**src/rtl/types_pkg.sv**
```systemverilog
// Shared flit types for the router datapath and its link serializer/deserializer.
package types;

    typedef logic [31:0] flit_t;

    localparam int LINK_WIDTH_DEFAULT = 8;

    typedef enum logic [1:0] {
        IDLE,
        SEND,
        CHECK
    } ser_state_t;

endpackage

```
**src/rtl/flit_serializer.sv**
```systemverilog
// Splits each flit into LINK_WIDTH-bit beats (LSB-first) and appends an XOR
// checksum beat marked with link_last.
module flit_serializer
    import types::*;
#(
    parameter int FLIT_WIDTH = $bits(flit_t),
    parameter int LINK_WIDTH = LINK_WIDTH_DEFAULT
) (
    input  logic                  clk,
    input  logic                  rst,
    input  logic [FLIT_WIDTH-1:0] flit,
    input  logic                  flit_valid,
    output logic                  flit_ready,
    output logic [LINK_WIDTH-1:0] link_data,
    output logic                  link_valid,
    output logic                  link_last,
    input  logic                  link_ready
);

    localparam int SAFE_LW   = (LINK_WIDTH < 1) ? 1 : LINK_WIDTH;
    localparam int NUM_BEATS = (FLIT_WIDTH + SAFE_LW - 1) / SAFE_LW;
    localparam int PAD_WIDTH = NUM_BEATS * SAFE_LW;
    localparam int CNT_WIDTH = $clog2(NUM_BEATS + 1);
    localparam logic [CNT_WIDTH-1:0] LAST_BEAT = CNT_WIDTH'(NUM_BEATS - 1);

    if (LINK_WIDTH > FLIT_WIDTH || LINK_WIDTH < 1) begin : g_bad_width
        $error("flit_serializer: LINK_WIDTH must be in 1..FLIT_WIDTH");
    end

    ser_state_t             state_reg, state_next;
    logic                   armed_reg;
    logic [PAD_WIDTH-1:0]   shift_reg;
    logic [CNT_WIDTH-1:0]   cnt_reg;
    logic [LINK_WIDTH-1:0]  csum_reg;
    logic                   accept;
    logic                   beat_xfer;

    // armed_reg keeps flit_ready low until the first edge after reset release.
    always_ff @(posedge clk or posedge rst) begin
        if (rst) begin
            state_reg <= IDLE;
            armed_reg <= 1'b0;
        end else begin
            state_reg <= state_next;
            armed_reg <= 1'b1;
        end
    end

    always_ff @(posedge clk or posedge rst) begin
        if (rst) begin
            shift_reg <= '0;
            cnt_reg   <= '0;
            csum_reg  <= '0;
        end else if (accept) begin
            shift_reg <= PAD_WIDTH'(flit);
            cnt_reg   <= '0;
            csum_reg  <= '0;
        end else if (beat_xfer) begin
            shift_reg <= shift_reg >> LINK_WIDTH;
            csum_reg  <= csum_reg ^ shift_reg[LINK_WIDTH-1:0];
            cnt_reg   <= cnt_reg + CNT_WIDTH'(1);
        end
    end

    always_comb begin
        state_next = state_reg;
        flit_ready = 1'b0;
        link_valid = 1'b0;
        link_last  = 1'b0;
        link_data  = '0;
        case (state_reg)
            IDLE: begin
                flit_ready = armed_reg;
                if (flit_valid && armed_reg) begin
                    state_next = SEND;
                end
            end
            SEND: begin
                link_valid = 1'b1;
                link_data  = shift_reg[LINK_WIDTH-1:0];
                if (link_ready && cnt_reg == LAST_BEAT) begin
                    state_next = CHECK;
                end
            end
            CHECK: begin
                link_valid = 1'b1;
                link_last  = 1'b1;
                link_data  = csum_reg;
                if (link_ready) begin
                    state_next = IDLE;
                end
            end
            default: state_next = IDLE;
        endcase
    end

    assign accept    = flit_ready && flit_valid;
    assign beat_xfer = (state_reg == SEND) && link_ready;

endmodule
```
**config.mk**
```make
export PLATFORM = sky130hd
export DESIGN_NAME = flit_serializer
export DESIGN_NICKNAME = d
export VERILOG_FILES = /design/src/rtl/types_pkg.sv /design/src/rtl/flit_serializer.sv
export SDC_FILE = /design/constraint.sdc
export NUM_CORES = 1
export LEC_CHECK = 0
export CAP_MARGIN = 25
export CORE_MARGIN = 2
export CORE_UTILIZATION = 46
export CTS_CLUSTER_DIAMETER = 120
export DETAILED_ROUTE_END_ITERATION = 16
export MAX_ROUTING_LAYER = met4
export PLACE_DENSITY_LB_ADDON = 0.08
export SYNTH_ARGS = -nofsm -noshare
export SYNTH_HDL_FRONTEND = slang
export SYNTH_SLANG_ARGS = --single-unit
```
**constraint.sdc**
```tcl
create_clock -name clk -period 1.5 [get_ports clk]
set_clock_uncertainty 0.05 [all_clocks]
set_input_delay 0.15 -clock clk [delete_from_list [all_inputs] [get_ports clk]]
set_output_delay 0.15 -clock clk [all_outputs]
set_load 0.02 [all_outputs]
```
# Word-level counts from Yosys, hierarchy flattened
# Cells that the tools add are included.
# totals
reg_bits,46
input_bits,36
# classes
addsub,1
n_eq_ne,6
muxes,14
bitwise,1
n_reduce_logical,8
# op_table
operator,n
32-bit 2-to-1 mux,2
8-bit 2-to-1 mux,2
8-bit case mux with 2 select lines,1
8-bit bitwise XOR,1
2-bit 2-to-1 mux,3
3-bit 2-to-1 mux,2
"2-bit != test, second input constant",3
2-bit case mux with 3 select lines,1
1-bit logical AND,4
"3-bit by 1-bit adder with 3-bit output, second input constant",1
"3-bit by 2-bit equality test with 1-bit output, second input constant",1
1-bit 2-to-1 mux,3
3-bit AND reduction,1
"2-bit by 1-bit equality test with 1-bit output, second input constant",1
"2-bit equality test, second input constant",1
2-bit zero test,1
2-bit nonzero test,1
2-bit OR reduction,1

# Longest topological paths before layout
# logic_depth
depth_word,4
mapped_depth,7
mapped_depth_nobuf,5

# Least setup slack after synthesis
# No wires, ideal clock.
# synth_timing
path_kind,register to register
start,reg state_reg[0]
end,reg state_reg[1]
setup_time_ns,0.124
t_arrival_ns,1.443
required_time_ns,1.326
setup_slack_ns,-0.117
stages_incl_launch_ff,7
n_path_buf,1
period_less_slack_ns,1.617
path_cell_list,dfrtp_1 > inv_1 > ha_1 > buf_2 > nor2_1 > a21o_1 > a211o_1
# synth_between
elab_chain_len,3
word_cells_on_any_way,8
classes_between,5 x eq/ne; 1 x mux; 2 x reduce/logical
# synth_rtl
element,line,rtl
"start, declared",flit_serializer.sv:30,"ser_state_t state_reg, state_next;"
"start signal, assigned",flit_serializer.sv:44,state_reg <= state_next;
2-bit by 1-bit equality test with 1-bit output (tied with other cells),flit_serializer.sv:71,case (state_reg)
2-bit != test (no source line),-,
3-bit AND reduction (no source line),-,
# Several ways; a longest one is shown, not always the timed one.
# A chain may end at the register's enable or synchronous reset.

# Worst setup path after layout
# layout_timing
start,reg state_reg[0]
end,reg shift_reg[4]
# layout_between
elab_chain_len,4
word_cells_on_any_way,7
classes_between,1 x eq/ne; 2 x mux; 4 x reduce/logical
# layout_rtl
element,line,rtl
2-bit zero test,flit_serializer.sv:71,
1-bit 2-to-1 mux,flit_serializer.sv:71,
1-bit logical AND,flit_serializer.sv:97,assign accept = flit_ready && flit_valid;
32-bit 2-to-1 mux or 2-bit nonzero test (tied branches),-,
"end signal, assigned",flit_serializer.sv:55,shift_reg <= PAD_WIDTH'(flit);
"end signal, assigned",flit_serializer.sv:59,shift_reg <= shift_reg >> LINK_WIDTH;
"end, declared",flit_serializer.sv:32,logic [PAD_WIDTH-1:0] shift_reg;
# Several ways; a longest one is shown, not always the timed one.

==> out/summary.md <==
### GRT
* **global route overflow** 0
* **overall fraction of global-route tracks in use** 23.12%
* **global-route wire length before repair** 9.459 mm
* **vias in the first global route** 1972
* **maximum number of pins on one net before global-route repair** 26
* **number of antenna violations at the first check in global routing** 0

### Pwr
* **clock power share** 12.5%
* **switching portion of total power** 36.83%
* **internal portion of total power** 0.004002 W
* **ratio of total power to cell area** 1712 nW/um^2
* **leakage power of the design** 1.695 nW
* **Sw Pwr** 0.002333 W
* **sequential group share of total power** 35.7%
* **share of total power in combinational logic** 51.8%
* **Max VDD drop** 0.0009217 V

### Logic synthesis
* **area share of the leading cell type in the synthesized netlist** 49.46%
* **EDFF count, synth** 0
* **net count after synthesis** 273
* **sequential fraction of the synthesis area** 49.46%
* **count of state elements after synthesis** 46
* **number of distinct library cells after synthesis** 28
* **post-synthesis instance area** 2327 sq um
* **top flip-flop cell by instance count after synthesis** sky130_fd_sc_hd__dfrtp_1
* **Cells after Synth** 231
* **number of synthesis warnings** 0
* **most instantiated library cell after synthesis** sky130_fd_sc_hd__dfrtp_1
* **top post-synthesis cells by area** sky130_fd_sc_hd__dfrtp_1 (49%), sky130_fd_sc_hd__mux2i_1 (10%), sky130_fd_sc_hd__o21ai_1 (6.9%), sky130_fd_sc_hd__nand2_1 (6.6%), sky130_fd_sc_hd__xor2_1 (3.4%)
* **Post-synth ARST share** 100.0%
* **top cell type by total area after synthesis** sky130_fd_sc_hd__dfrtp_1
* **top cells by instance count after synthesis** sky130_fd_sc_hd__dfrtp_1 (46), sky130_fd_sc_hd__nand2_1 (41), sky130_fd_sc_hd__o21ai_1 (32)
* **Avg Cell Area, Syn** 10.07 sq um

### Drt
* **drt wl/cell** 15.16 microns
* **first-pass detailed-route iteration total** 4
* **number of antenna-violating nets in the routed design** 0
* **Via-to-Cell Ratio** 5.039
* **total via count in the routed design** 1950
* **post-detailed-routing wire length** 5.868 mm
* **count of unresolved DRC violations after routing** 0
* **Iter 0 DRT Violations** 91

### Placed design
* **Routability Congestion** 0.7913
* **total cell area at the placement stage** 3010 sq um
* **placed cells** 352
* **half-perimeter wire length of the detailed placement result** 3.197 mm
* **number of port buffers** 46
* **pre-CTS setup slack** -347.1 ps

### Setup path
* **Crit path arrival time** 1880 ps
* **critical path required time** 1640 ps
* **crit path max fanout** 6
* **critical path class** register to register
* **Startpoint Class** register
* **critical path capture point type** register

### Floorplanning
* **effective utilization at floorplan** 48.63%
* **I/O Pins** 47
* **FP Rows** 25
* **total die area** 5645 sq um
* **die width** 75.13 microns
* **Floorplan Core Area** 4786 sq um
* **DIE HEIGHT** 75.13 microns

### STA
* **number of hold-slack violations in the final timing report** 0
* **Final Max Tran Viols** 0
* **final worst-path setup slack** -238.7 ps
* **WHS** 103.0 ps
* **Setup TNS Final** -8083 ps
* **setup-violating endpoint count in the final report** 54
* **timing-limited maximum frequency** 0.5751 GHz
* **post-layout min period** 1739 ps
* **Tcrit/Tclk final** 115.9%
* **setup repair after global routing missed its margin** true

### Final layout
* **area of the multi-input gates** 1297 sq um
* **count of inserted antenna diode cells** 0
* **Filler cells** 311
* **register area** 1151 sq um
* **max reg flops** 32
* **signed area change from the synthesized netlist to the final layout** 59.03%
* **post-route insts no fill** 387
* **share of post-route cells with drive strength above 1** 38.13%
* **Non-Filler Cell Area, Final** 3701 sq um
* **number of nets in the layout** 361

### Clocking
* **Clk Latency, worst-skew pair** 290 ps
* **clock transition at the registers of the reported paths** 90 ps
* **CTS root buffer** sky130_fd_sc_hd__clkbuf_8
* **total CTS buffers** 5
* **TritonCTS clock tree** yes
* **Sinks on Clock Net** 46
* **deepest level of the CTS H-tree** 2
* **Clock Path Buffers** 2

### Outcome
* **violated checks** setup timing
* **run status** finished with violations

### Worst hold path
* **class of the worst hold path** input pin to asynchronous set/reset pin

### Flow run
* **max-capacitance violation count** 0

[final timing paths]
check / slack (ps) / to / depth (start not counted) / startpoint
max in group asynchronous: 880 / shift_reg[10]$_DFFE_PP0P_ / 3 / rst
worst max register to register: -240 / shift_reg[4]$_DFFE_PP0P_ / 9 / state_reg[0]$_DFFE_PP0P_
worst min register to register: 470 / shift_reg[29]$_DFFE_PP0P_ / 2 / shift_reg[29]$_DFFE_PP0P_
worst min-delay path: 100 / shift_reg[6]$_DFFE_PP0P_ / 2 / rst
worst max-delay path: -240 / shift_reg[4]$_DFFE_PP0P_ / 9 / state_reg[0]$_DFFE_PP0P_
min in group clk: 330 / shift_reg[3]$_DFFE_PP0P_ / 3 / flit[3]
[final cells by class]
type,count,share of cell area [%]
Multi-Input combinational cell,164,35.06
Sequential cell,46,31.10
Timing Repair Buffer,97,28.50
Tap cell,67,2.265
Clock buffer,6,2.231
Inverter,5,0.5071
Clock inverter,2,0.3381
[power by group through the flow]
stage                     Combinational [W]  Clock [W]  Sequential [W]
after floorplan                     0.00154          0         0.00209
after global placement              0.00213          0         0.00217
after detailed placement            0.00218          0         0.00218
after CTS                           0.00289   0.000800         0.00220
after global routing                0.00353   0.000866         0.00232
final                               0.00328   0.000792         0.00226
[placed cells by master, fill, tap and decap left out, types with 3 or more instances in the layout]
master	netlist	final
sky130_fd_sc_hd__ha_4	0	3
sky130_fd_sc_hd__buf_4	6	28
sky130_fd_sc_hd__nor2_4	0	6
sky130_fd_sc_hd__xor2_1	9	4
sky130_fd_sc_hd__nand2_2	0	3
sky130_fd_sc_hd__mux2i_1	24	23
sky130_fd_sc_hd__nand3_1	9	3
sky130_fd_sc_hd__dfrtp_1	46	46
sky130_fd_sc_hd__inv_2	0	3
sky130_fd_sc_hd__nor2b_2	0	7
sky130_fd_sc_hd__a22oi_2	0	8
sky130_fd_sc_hd__nor2_1	10	4
sky130_fd_sc_hd__nand2_1	41	38
sky130_fd_sc_hd__xor2_2	0	5
sky130_fd_sc_hd__nand3_2	0	4
sky130_fd_sc_hd__buf_12	0	9
sky130_fd_sc_hd__o21ai_1	32	31
sky130_fd_sc_hd__ha_1	6	3
sky130_fd_sc_hd__clkbuf_8	0	6
sky130_fd_sc_hd__buf_6	4	19
sky130_fd_sc_hd__clkdlybuf4s50_1	0	35
[metal layers]
layer / track usage [%] / wire length (microns) / vias up
met5: - / 0 / -
met4: 7.602 / 78 / 0
met3: 3.481 / 187 / 6
met2: 38.50 / 3093 / 54
met1: 29.08 / 2509 / 938
li1: - / - / 952
[what timing repair did]
item,CTS,global route
resized for setup,97,34
pin swaps,14,19
hold buffers,0,0
gates cloned,4,0
setup endpoints to repair,51,56
buffers inserted,17,9
[kinds of logic (layout without fill, tap and decap cells)]
kind of cell | after synthesis | count (layout) | synth area share [%]
buffers and inverters | 21 | 110 | 6.290
multiplexers | 24 | 24 | 10.32
AO/OA/AOI/OAI | 50 | 50 | 12.90
XOR/XNOR | 9 | 9 | 3.387
other | 1 | 1 | 0.1611
AND/OR/NAND/NOR | 74 | 74 | 14.25
flip-flops | 46 | 46 | 49.46
adder cells (fa/ha/maj) | 6 | 6 | 3.226
[per-stage QoR]
step                utilization, %  total power [W]
floorplan                        -         0.003621
global placement             62.90         0.004300
detailed placement           62.90         0.004362
CTS                          73.67         0.005888
global route                 77.33         0.006723
finish                       77.33         0.006335
[critical path, cell delays in order, from the launching register on]
cell and delay [ps]:
sky130_fd_sc_hd__dfrtp_1 420, sky130_fd_sc_hd__buf_6 130, sky130_fd_sc_hd__ha_4 170, sky130_fd_sc_hd__buf_6 130
sky130_fd_sc_hd__buf_8 130, sky130_fd_sc_hd__nand2_8 100, sky130_fd_sc_hd__buf_12 110, sky130_fd_sc_hd__buf_12 110
sky130_fd_sc_hd__mux2i_1 190, sky130_fd_sc_hd__o21ai_1 80
(Power assumes the default switching activity.)
